**src/rtl/mips_multicycle_control.sv**
```systemverilog
`default_nettype none
// ============================================================================
// Module   : mips_multicycle_control
// Purpose  : Main control FSM for the multicycle MIPS datapath. Sequences
//            fetch, decode, execute, memory access and write-back. It drives
//            the datapath mux selects, the write enables and the 2-bit ALU
//            opcode. It also stalls on a single-ready memory handshake and
//            flags unsupported opcodes.
// Revision : 1.0 - initial release
// ----------------------------------------------------------------------------
// Ports
//   clk         in   rising-edge clock
//   rst         in   asynchronous active-high reset
//   opcode[5:0] in   IR[31:26], valid from DECODE onward
//   zero        in   ALU zero flag (used combinationally in BRANCH)
//   mem_ready   in   memory completes the current access this cycle
//   PCWrite     out  PC load enable (branch condition folded in)
//   IorD        out  memory address select: 0 = PC, 1 = ALUOut
//   MemRead     out  memory read strobe
//   MemWrite    out  memory write strobe
//   IRWrite     out  instruction register load
//   RegDst      out  write-register select: 0 = rt, 1 = rd
//   MemtoReg    out  write-back source: 0 = ALUOut, 1 = MDR
//   RegWrite    out  register file write
//   ALUSrcA     out  ALU A select: 0 = PC, 1 = reg A
//   ALUSrcB     out  ALU B select: 00 B, 01 four, 10 imm, 11 imm<<2
//   ALUOpcode   out  00 add, 01 subtract, 10 use funct
//   PCSource    out  00 ALU result, 01 ALUOut, 10 jump target
//   instr_done  out  one-cycle pulse in the last cycle of an instruction
//   illegal_op  out  one-cycle pulse on an unsupported opcode
//   state[3:0]  out  current state, for debug
// ============================================================================
module mips_multicycle_control (
    input  logic       clk,
    input  logic       rst,
    input  logic [5:0] opcode,
    input  logic       zero,
    input  logic       mem_ready,
    output logic       PCWrite,
    output logic       IorD,
    output logic       MemRead,
    output logic       MemWrite,
    output logic       IRWrite,
    output logic       RegDst,
    output logic       MemtoReg,
    output logic       RegWrite,
    output logic       ALUSrcA,
    output logic [1:0] ALUSrcB,
    output logic [1:0] ALUOpcode,
    output logic [1:0] PCSource,
    output logic       instr_done,
    output logic       illegal_op,
    output logic [3:0] state
);

    typedef enum logic [3:0] {
        S_FETCH     = 4'd0,
        S_DECODE    = 4'd1,
        S_MEM_ADDR  = 4'd2,
        S_MEM_READ  = 4'd3,
        S_MEM_WB    = 4'd4,
        S_MEM_WRITE = 4'd5,
        S_R_EXEC    = 4'd6,
        S_R_WB      = 4'd7,
        S_BRANCH    = 4'd8,
        S_JUMP      = 4'd9,
        S_ADDI_EXEC = 4'd10,
        S_ADDI_WB   = 4'd11
    } state_t;

    localparam logic [5:0] C_OP_RTYPE = 6'b000000;
    localparam logic [5:0] C_OP_LW    = 6'b100011;
    localparam logic [5:0] C_OP_SW    = 6'b101011;
    localparam logic [5:0] C_OP_BEQ   = 6'b000100;
    localparam logic [5:0] C_OP_BNE   = 6'b000101;
    localparam logic [5:0] C_OP_ADDI  = 6'b001000;
    localparam logic [5:0] C_OP_J     = 6'b000010;

    // Pure state-decoded (Moore) control word.
    typedef struct packed {
        logic       iord;
        logic       mem_read;
        logic       mem_write;
        logic       reg_dst;
        logic       mem_to_reg;
        logic       reg_write;
        logic       alu_src_a;
        logic [1:0] alu_src_b;
        logic [1:0] alu_op;
        logic [1:0] pc_source;
    } ctrl_t;

    function automatic ctrl_t moore_decode(input state_t s);
        ctrl_t c;
        c = '0;
        case (s)
            S_FETCH: begin
                c.mem_read  = 1'b1;
                c.alu_src_b = 2'b01;
            end
            S_DECODE: begin
                // Branch target is precomputed here into ALUOut.
                c.alu_src_b = 2'b11;
                c.alu_op    = 2'b00;
            end
            S_MEM_ADDR: begin
                c.alu_src_a = 1'b1;
                c.alu_src_b = 2'b10;
            end
            S_MEM_READ: begin
                c.mem_read = 1'b1;
                c.iord     = 1'b1;
            end
            S_MEM_WB: begin
                c.reg_write  = 1'b1;
                c.mem_to_reg = 1'b1;
            end
            S_MEM_WRITE: begin
                c.mem_write = 1'b1;
                c.iord      = 1'b1;
            end
            S_R_EXEC: begin
                c.alu_src_a = 1'b1;
                c.alu_src_b = 2'b00;
                c.alu_op    = 2'b10;
            end
            S_R_WB: begin
                c.reg_write = 1'b1;
                c.reg_dst   = 1'b1;
            end
            S_BRANCH: begin
                c.alu_src_a = 1'b1;
                c.alu_src_b = 2'b00;
                c.alu_op    = 2'b01;
                c.pc_source = 2'b01;
            end
            S_JUMP: begin
                c.pc_source = 2'b10;
            end
            S_ADDI_EXEC: begin
                c.alu_src_a = 1'b1;
                c.alu_src_b = 2'b10;
                c.alu_op    = 2'b00;
            end
            S_ADDI_WB: begin
                c.reg_write = 1'b1;
            end
            default: c = '0;
        endcase
        return c;
    endfunction

    state_t     state_q,  state_d;
    logic [5:0] op_q,     op_d;
    ctrl_t      ctrl_q,   ctrl_d;
    ctrl_t      w_ctrl;

    // Handshake- and flag-dependent outputs, valid for the current state.
    logic       w_pc_write;
    logic       w_ir_write;
    logic       w_done;
    logic       w_illegal;

    always_comb begin
        state_d    = state_q;
        op_d       = op_q;
        w_pc_write = 1'b0;
        w_ir_write = 1'b0;
        w_done     = 1'b0;
        w_illegal  = 1'b0;

        case (state_q)
            S_FETCH: begin
                // IR load and PC+4 both commit only when the fetch completes.
                w_ir_write = mem_ready;
                w_pc_write = mem_ready;
                if (mem_ready) begin
                    state_d = S_DECODE;
                end
            end
            S_DECODE: begin
                op_d = opcode;
                case (opcode)
                    C_OP_LW,
                    C_OP_SW:    state_d = S_MEM_ADDR;
                    C_OP_RTYPE: state_d = S_R_EXEC;
                    C_OP_BEQ,
                    C_OP_BNE:   state_d = S_BRANCH;
                    C_OP_J:     state_d = S_JUMP;
                    C_OP_ADDI:  state_d = S_ADDI_EXEC;
                    default: begin
                        w_illegal = 1'b1;
                        w_done    = 1'b1;
                        state_d   = S_FETCH;
                    end
                endcase
            end
            S_MEM_ADDR: begin
                state_d = (op_q == C_OP_LW) ? S_MEM_READ : S_MEM_WRITE;
            end
            S_MEM_READ: begin
                if (mem_ready) begin
                    state_d = S_MEM_WB;
                end
            end
            S_MEM_WB: begin
                w_done  = 1'b1;
                state_d = S_FETCH;
            end
            S_MEM_WRITE: begin
                if (mem_ready) begin
                    w_done  = 1'b1;
                    state_d = S_FETCH;
                end
            end
            S_R_EXEC: begin
                state_d = S_R_WB;
            end
            S_R_WB: begin
                w_done  = 1'b1;
                state_d = S_FETCH;
            end
            S_BRANCH: begin
                // zero comes from the subtract performed in this same cycle.
                w_pc_write = ((op_q == C_OP_BEQ) &  zero) |
                             ((op_q == C_OP_BNE) & ~zero);
                w_done     = 1'b1;
                state_d    = S_FETCH;
            end
            S_JUMP: begin
                w_pc_write = 1'b1;
                w_done     = 1'b1;
                state_d    = S_FETCH;
            end
            S_ADDI_EXEC: begin
                state_d = S_ADDI_WB;
            end
            S_ADDI_WB: begin
                w_done  = 1'b1;
                state_d = S_FETCH;
            end
            default: begin
                state_d = S_FETCH;
            end
        endcase

        // Control word is decoded from the next state so that it is
        // registered and lines up with state_q after the edge.
        ctrl_d = moore_decode(state_d);
    end

    always_ff @(posedge clk or posedge rst) begin
        if (rst) begin
            state_q <= S_FETCH;
            op_q    <= '0;
            ctrl_q  <= moore_decode(S_FETCH);
        end else begin
            state_q <= state_d;
            op_q    <= op_d;
            ctrl_q  <= ctrl_d;
        end
    end

    // The registered control word already holds FETCH values during reset so
    // that the first cycle after release fetches. It is masked while rst is
    // high so that nothing is strobed during reset.
    assign w_ctrl     = rst ? '0 : ctrl_q;

    assign IorD       = w_ctrl.iord;
    assign MemRead    = w_ctrl.mem_read;
    assign MemWrite   = w_ctrl.mem_write;
    assign RegDst     = w_ctrl.reg_dst;
    assign MemtoReg   = w_ctrl.mem_to_reg;
    assign RegWrite   = w_ctrl.reg_write;
    assign ALUSrcA    = w_ctrl.alu_src_a;
    assign ALUSrcB    = w_ctrl.alu_src_b;
    assign ALUOpcode  = w_ctrl.alu_op;
    assign PCSource   = w_ctrl.pc_source;

    assign PCWrite    = ~rst & w_pc_write;
    assign IRWrite    = ~rst & w_ir_write;
    assign instr_done = ~rst & w_done;
    assign illegal_op = ~rst & w_illegal;

    assign state      = state_q;

endmodule
`default_nettype wire

```
**config.mk**
```make
export PLATFORM = sky130hd
export DESIGN_NAME = mips_multicycle_control
export DESIGN_NICKNAME = d
export VERILOG_FILES = /design/src/rtl/mips_multicycle_control.sv
export SDC_FILE = /design/constraint.sdc
export NUM_CORES = 1
export LEC_CHECK = 0
export CORE_MARGIN = 3
export CORE_UTILIZATION = 43
export DETAILED_ROUTE_END_ITERATION = 8
export GPL_ROUTABILITY_DRIVEN = 0
export MAX_ROUTING_LAYER = met4
export PLACE_DENSITY_LB_ADDON = 0.15
export REMOVE_ABC_BUFFERS = 1
export SYNTH_ARGS = -nofsm -noshare
export SYNTH_HDL_FRONTEND = slang
export SYNTH_SLANG_ARGS = --single-unit
```
**constraint.sdc**
```tcl
create_clock -name clk -period 1.53 [get_ports clk]
set_input_delay 0.2295 -clock clk [delete_from_list [all_inputs] [get_ports clk]]
set_output_delay 0.2295 -clock clk [all_outputs]
set_load 0.01 [all_outputs]
```
# == Word level (Yosys, flattened, before mapping) ==
# Cells that the tools add are included.
# totals
in_bits,10
latch_bits,0
register_bits,23
n_memories,0
mem_bits_ro,0
out_inout_bits,21
ramBits,0
# op_classes
n_eq_ne,31
reduce_logical,12
n_mul,0
bitwise,9
order_cmp,0
div,0
n_addsub,0
muxes,23
n_shift,0
# ops
operator,n
== test 4 x 3 -> 1 bit (second input constant),8
== test 4 bit (second input constant),8
one-hot mux 4 bit (7 select lines),1
== test 6 x 3 -> 1 bit (second input constant),4
one-hot mux 4 bit (5 select lines),1
== test 6 bit (second input constant),3
== test 4 x 2 -> 1 bit (second input constant),4
two-way mux 13 bit,1
two-way mux 4 bit,3
two-way mux 1 bit,11
OR reduction 2 bit,5
== test 4 x 1 -> 1 bit (second input constant),2
zero test 4 bit,2
one-hot mux 2 bit (2 select lines),2
OR reduction 7 bit,1
AND 1 bit,6
== test 6 x 2 -> 1 bit (second input constant),1
== test 6 x 4 -> 1 bit (second input constant),1
zero test 6 bit,1
one-hot mux 1 bit (3 select lines),2
one-hot mux 2 bit (3 select lines),1
OR reduction 5 bit,1
OR reduction 4 bit,1
two-way mux 3 bit,1
other kinds (3),4

# == Longest topological paths before layout ==
# logic_depth
ltp_word,7
mapped_depth,7
mapped_depth_nobuf,5

# == Least setup slack after synthesis ==
# No wires, ideal clock.
# synth_timing
path_kind,flip-flop to output port
start,"register state_q[2], in the netlist state[2]"
end,output instr_done
slack_ps,-414
required_ps,1300
path_stages_with_launch,6
t_arrival_ps,1715
n_path_buf,1
path_cell_list,dfrtp_1 -> or2_1 -> or3_1 -> buf_6 -> nor3_1 -> a41o_1
# synth_between
elab_chain_len,4
# synth_lines
item,line,rtl
from (decl),153,"state_t state_q, state_d;"
from (signal assigned),258,state_q <= state_d;
== test 4 bit / == test 4 x 3 -> 1 bit (equally long branches),172,case (state_q)
OR reduction 5 bit (no line),n/a,
one-hot mux 1 bit (3 select lines) *,172,
AND 1 bit *,282,assign instr_done = ~rst & w_done;
to (decl),51,"output logic instr_done,"
# Every way passes the cells marked *; elsewhere a longest branch is shown, timed or not.

# == Worst setup path in the final report ==
# layout_timing
start,"register state_q[3], in the netlist state[3]"
end,output instr_done
# The elaborated chain is that of the path after synthesis.

==> results.tsv <==
stage	metric	value	unit
worst_setup_path	R2R Path End	ctrl_q[6]$_DFF_PP0_	
worst_setup_path	crit path kind	reg2out	
global_routing	M1 GR Usage	0.297	
worst_setup_path	Startpoint Class	register	
die	core area	2610	um^2
drt	Avg WL per Cell	20.3	um
clock_network	CTS root buf	clkbuf_4	
placed_design	placed wire-length estimate	2520	um
die	DIE WIDTH	59.7	um
finish	register area	553	um^2
yosys	Synth cell types	44	
timing	Worst-Margin Slew	365	ps
power_and_ir_drop	clock power share	0.248	
timing	fin crit period	2010	ps
clock_network	Hold-fix buffers, CTS	0	
finish	Layout Utilization	0.840	
finish	diodes inserted	0	
power_and_ir_drop	Seq pwr share	0.387	
min_path	Hold WC Path Type	in2async	
global_routing	global-route wire length before repair	6650	um
clock_network	clock sinks	22	
timing	max-slew violation count	0	
drt	vias per inst	5.76	
worst_setup_path	CP endpoint kind	primary output	
worst_setup_path	Critical Path RT	1300	ps
global_routing	busiest grt layer	met2	
power_and_ir_drop	Comb power frac	0.365	
die	die height	59.7	um
global_routing	vias in the first global route	1386	
worst_setup_path	Worst R2R Start	state[3]$_DFF_PP0_	
yosys	Synth Flop Type	dfrtp_1	
drt	Detailed Route Iter0 Violations	46	
status	failing checks	negative setup slack	
yosys	sequential area share after synthesis	0.446	
die	Initial Util	0.475	
clock_network	Reg clk slew, reported paths	130	ps
finish	footprint of the multi-input gates	842	um^2
global_routing	initial antenna violation count	0	
power_and_ir_drop	static leakage	1.10	nW
global_routing	Total GRT Usage	0.263	
drt	final antenna-violating net count	0	
global_routing	routing usage on met2	0.468	
finish	area added between synthesis and finish	76.9	%
worst_setup_path	Arrival @ worst endpoint	1780	ps
timing	Worst Skew	5.12	ps
power_and_ir_drop	total net switching power	0.580	mW
timing	Fin Setup TNS	-4940	ps
drt	Via Count	1354	
finish	nets	216	
clock_network	clock buffer depth	2	
timing	hold violation total from the final report	0	
clock_network	htree depth	1	
drt	# DRC	0	
drt	First-pass DRT Iterations	4	
global_routing	met3 usage	0.0432	
worst_setup_path	CP Max Fanout	2	
yosys	Synth async-reset ratio	1.00	
die	IO Count	31	
worst_setup_path	Worst Reg2Reg Path Length in Cells	7	
die	number of cell rows	18	
finish	fillers	144	
clock_network	number of CTS-inserted buffers	3	
yosys	#FFs+latches synth	22	
power_and_ir_drop	Sw Ratio	0.316	
drt	final wirelength	4770	um
power_and_ir_drop	Power Internal	1.25	mW
yosys	Ys Warns	0	
timing	RSZ-0062 raised after global routing	yes	
status	status	finished, violations left	
yosys	synthesized area	1240	um^2
yosys	Synth Area per Inst	9.54	um^2
worst_setup_path	R2R setup slack	-430	ps
global_routing	largest net degree at the start of global routing	23	
finish	layout cell share with drive strength beyond 1	0.449	
die	Die ar.	3560	um^2
yosys	number of flops mapped to enable cells by yosys	0	
timing	# setup viols final	23	
timing	Setup WS post-layout	-480	ps
timing	slew margin rel.	0.755	
job	# Max-Cap Violations	0	
timing	fmax	498	MHz
clock_network	Worst-Skew Late Latency	310	ps
power_and_ir_drop	VDD IR-drop max	0.932	mV
clock_network	CTS tree	yes	
global_routing	GR Overflow Total	0	
yosys	post-synthesis cell count	130	
timing	Final period util	1.31	
power_and_ir_drop	pwr dens	836	nW/um^2
placed_design	Buffers on Ports	30	
-- flip-flops by register name, indices dropped and copies added, names as in the netlist --
name / cells
ctrl_q: 12
op_q: 6
state: 4
-- placed cells by master (no fill, tap or decap), types with 2 or more instances in the layout --
| cell | instances |
|---|---|
| buf_4 | 32 |
| nand2_1 | 21 |
| dfrtp_1 | 20 |
| dlygate4sd2_1 | 16 |
| buf_6 | 16 |
| nor2b_1 | 14 |
| buf_2 | 6 |
| dlymetal6s2s_1 | 5 |
| nor3_1 | 4 |
| inv_1 | 3 |
| nor2_1 | 3 |
| nor2_2 | 3 |
| clkbuf_4 | 3 |
| nor4b_4 | 2 |
| or2_1 | 2 |
| nor3_4 | 2 |
| a311o_2 | 2 |
| and3_1 | 2 |
| nor3b_2 | 2 |
| nand4b_1 | 2 |
| nor4_4 | 2 |
| xor2_1 | 2 |
| nand2b_4 | 2 |
| o21ai_0 | 2 |
| a41o_1 | 2 |
| dfstp_2 | 2 |
| clkdlybuf4s50_1 | 2 |
| clkdlybuf4s15_1 | 2 |
-- metal layers --
layer / vias to the layer above / routed length [um]
met5: - / 0
met4: 0 / 96
met3: 12 / 268
met2: 61 / 2490
met1: 675 / 1910
li1: 606 / -
-- synth_stat cells, types with 2 or more instances --
library cell,instances,area share
xor2_1,2,0.014
nor2_1,6,0.018
and4_1,2,0.014
dfstp_2,2,0.042
nor3b_1,3,0.018
buf_6,2,0.018
a41o_1,2,0.016
nor2b_1,15,0.076
a311o_2,2,0.018
nand4b_1,2,0.014
buf_4,2,0.012
nor3_1,7,0.028
nand2_1,22,0.067
and3_1,3,0.015
inv_1,4,0.012
o22ai_1,2,0.010
buf_2,3,0.012
nor4_1,2,0.010
o21ai_0,2,0.0081
or2_1,2,0.010
dfrtp_1,20,0.40
-- area by class of cell --
cell class | count | area share
tap | 30 | 0.0171
multi-input combinational | 96 | 0.384
inverter | 4 | 0.00685
clock buffer | 3 | 0.0103
clock inverter | 1 | 0.0137
timing repair buffer | 79 | 0.316
sequential | 22 | 0.252
-- what timing repair did --
action,CTS,global route
setup buffers,10,9
hold endpoints to repair,0,0
cloned,1,0
gates resized for setup,73,34
endpoints found under the setup margin,29,25
pin swaps,15,11
-- worst max path at each step --
stage | from | end | slack [ps] | cells after the start
2_1_floorplan | state[2]$_DFF_PP0_ | instr_done | -500 | 4
3_5_place_dp | opcode[1] | instr_done | -780 | 7
5_1_grt | state[0]$_DFF_PP0_ | instr_done | -530 | 6
3_3_place_gp | opcode[1] | instr_done | -690 | 7
4_1_cts | state[3]$_DFF_PP0_ | instr_done | -410 | 5
6_report | state[3]$_DFF_PP0_ | instr_done | -480 | 5
-- cells by family (layout without fill, tap and decap cells) --
group / Yosys count / count (layout) / share of synthesized area
compound gates: 18 / 18 / 0.125
buf+inv: 12 / 87 / 0.0575
xor+xnor: 3 / 3 / 0.0212
flops: 22 / 22 / 0.446
simple gates: 75 / 75 / 0.350
-- through the flow --
| stage | hold WS, ps | setup slack (ps) | instance area, um^2 | total power [mW] | std cells |
|---|---|---|---|---|---|
| 2_1_floorplan | 226 | -498 | 1180 | 0.935 | 122 |
| 3_3_place_gp | 464 | -694 | 1760 | 1.18 | 214 |
| 3_5_place_dp | 471 | -780 | 1760 | 1.20 | 214 |
| 4_1_cts | 235 | -405 | 2020 | 1.72 | 229 |
| 5_1_grt | 291 | -530 | 2190 | 1.90 | 235 |
| 6_report | 278 | -480 | 2190 | 1.83 | 235 |
-- worst max-delay path, stage by stage, from the launching register on --
cell	delay, ps
dfrtp_1	420
or2_1	270
or3_4	380
nor3_4	140
a41o_1	120
buf_2	130
-- power by group through the flow --
stage	combinational [mW]	sequential (mW)	clock, mW
floorplan	0.213	0.722	0
global placement	0.477	0.708	0
detailed placement	0.490	0.709	0
CTS	0.567	0.701	0.456
global route	0.714	0.714	0.476
finish	0.669	0.709	0.455
(Power assumes the default switching activity.)
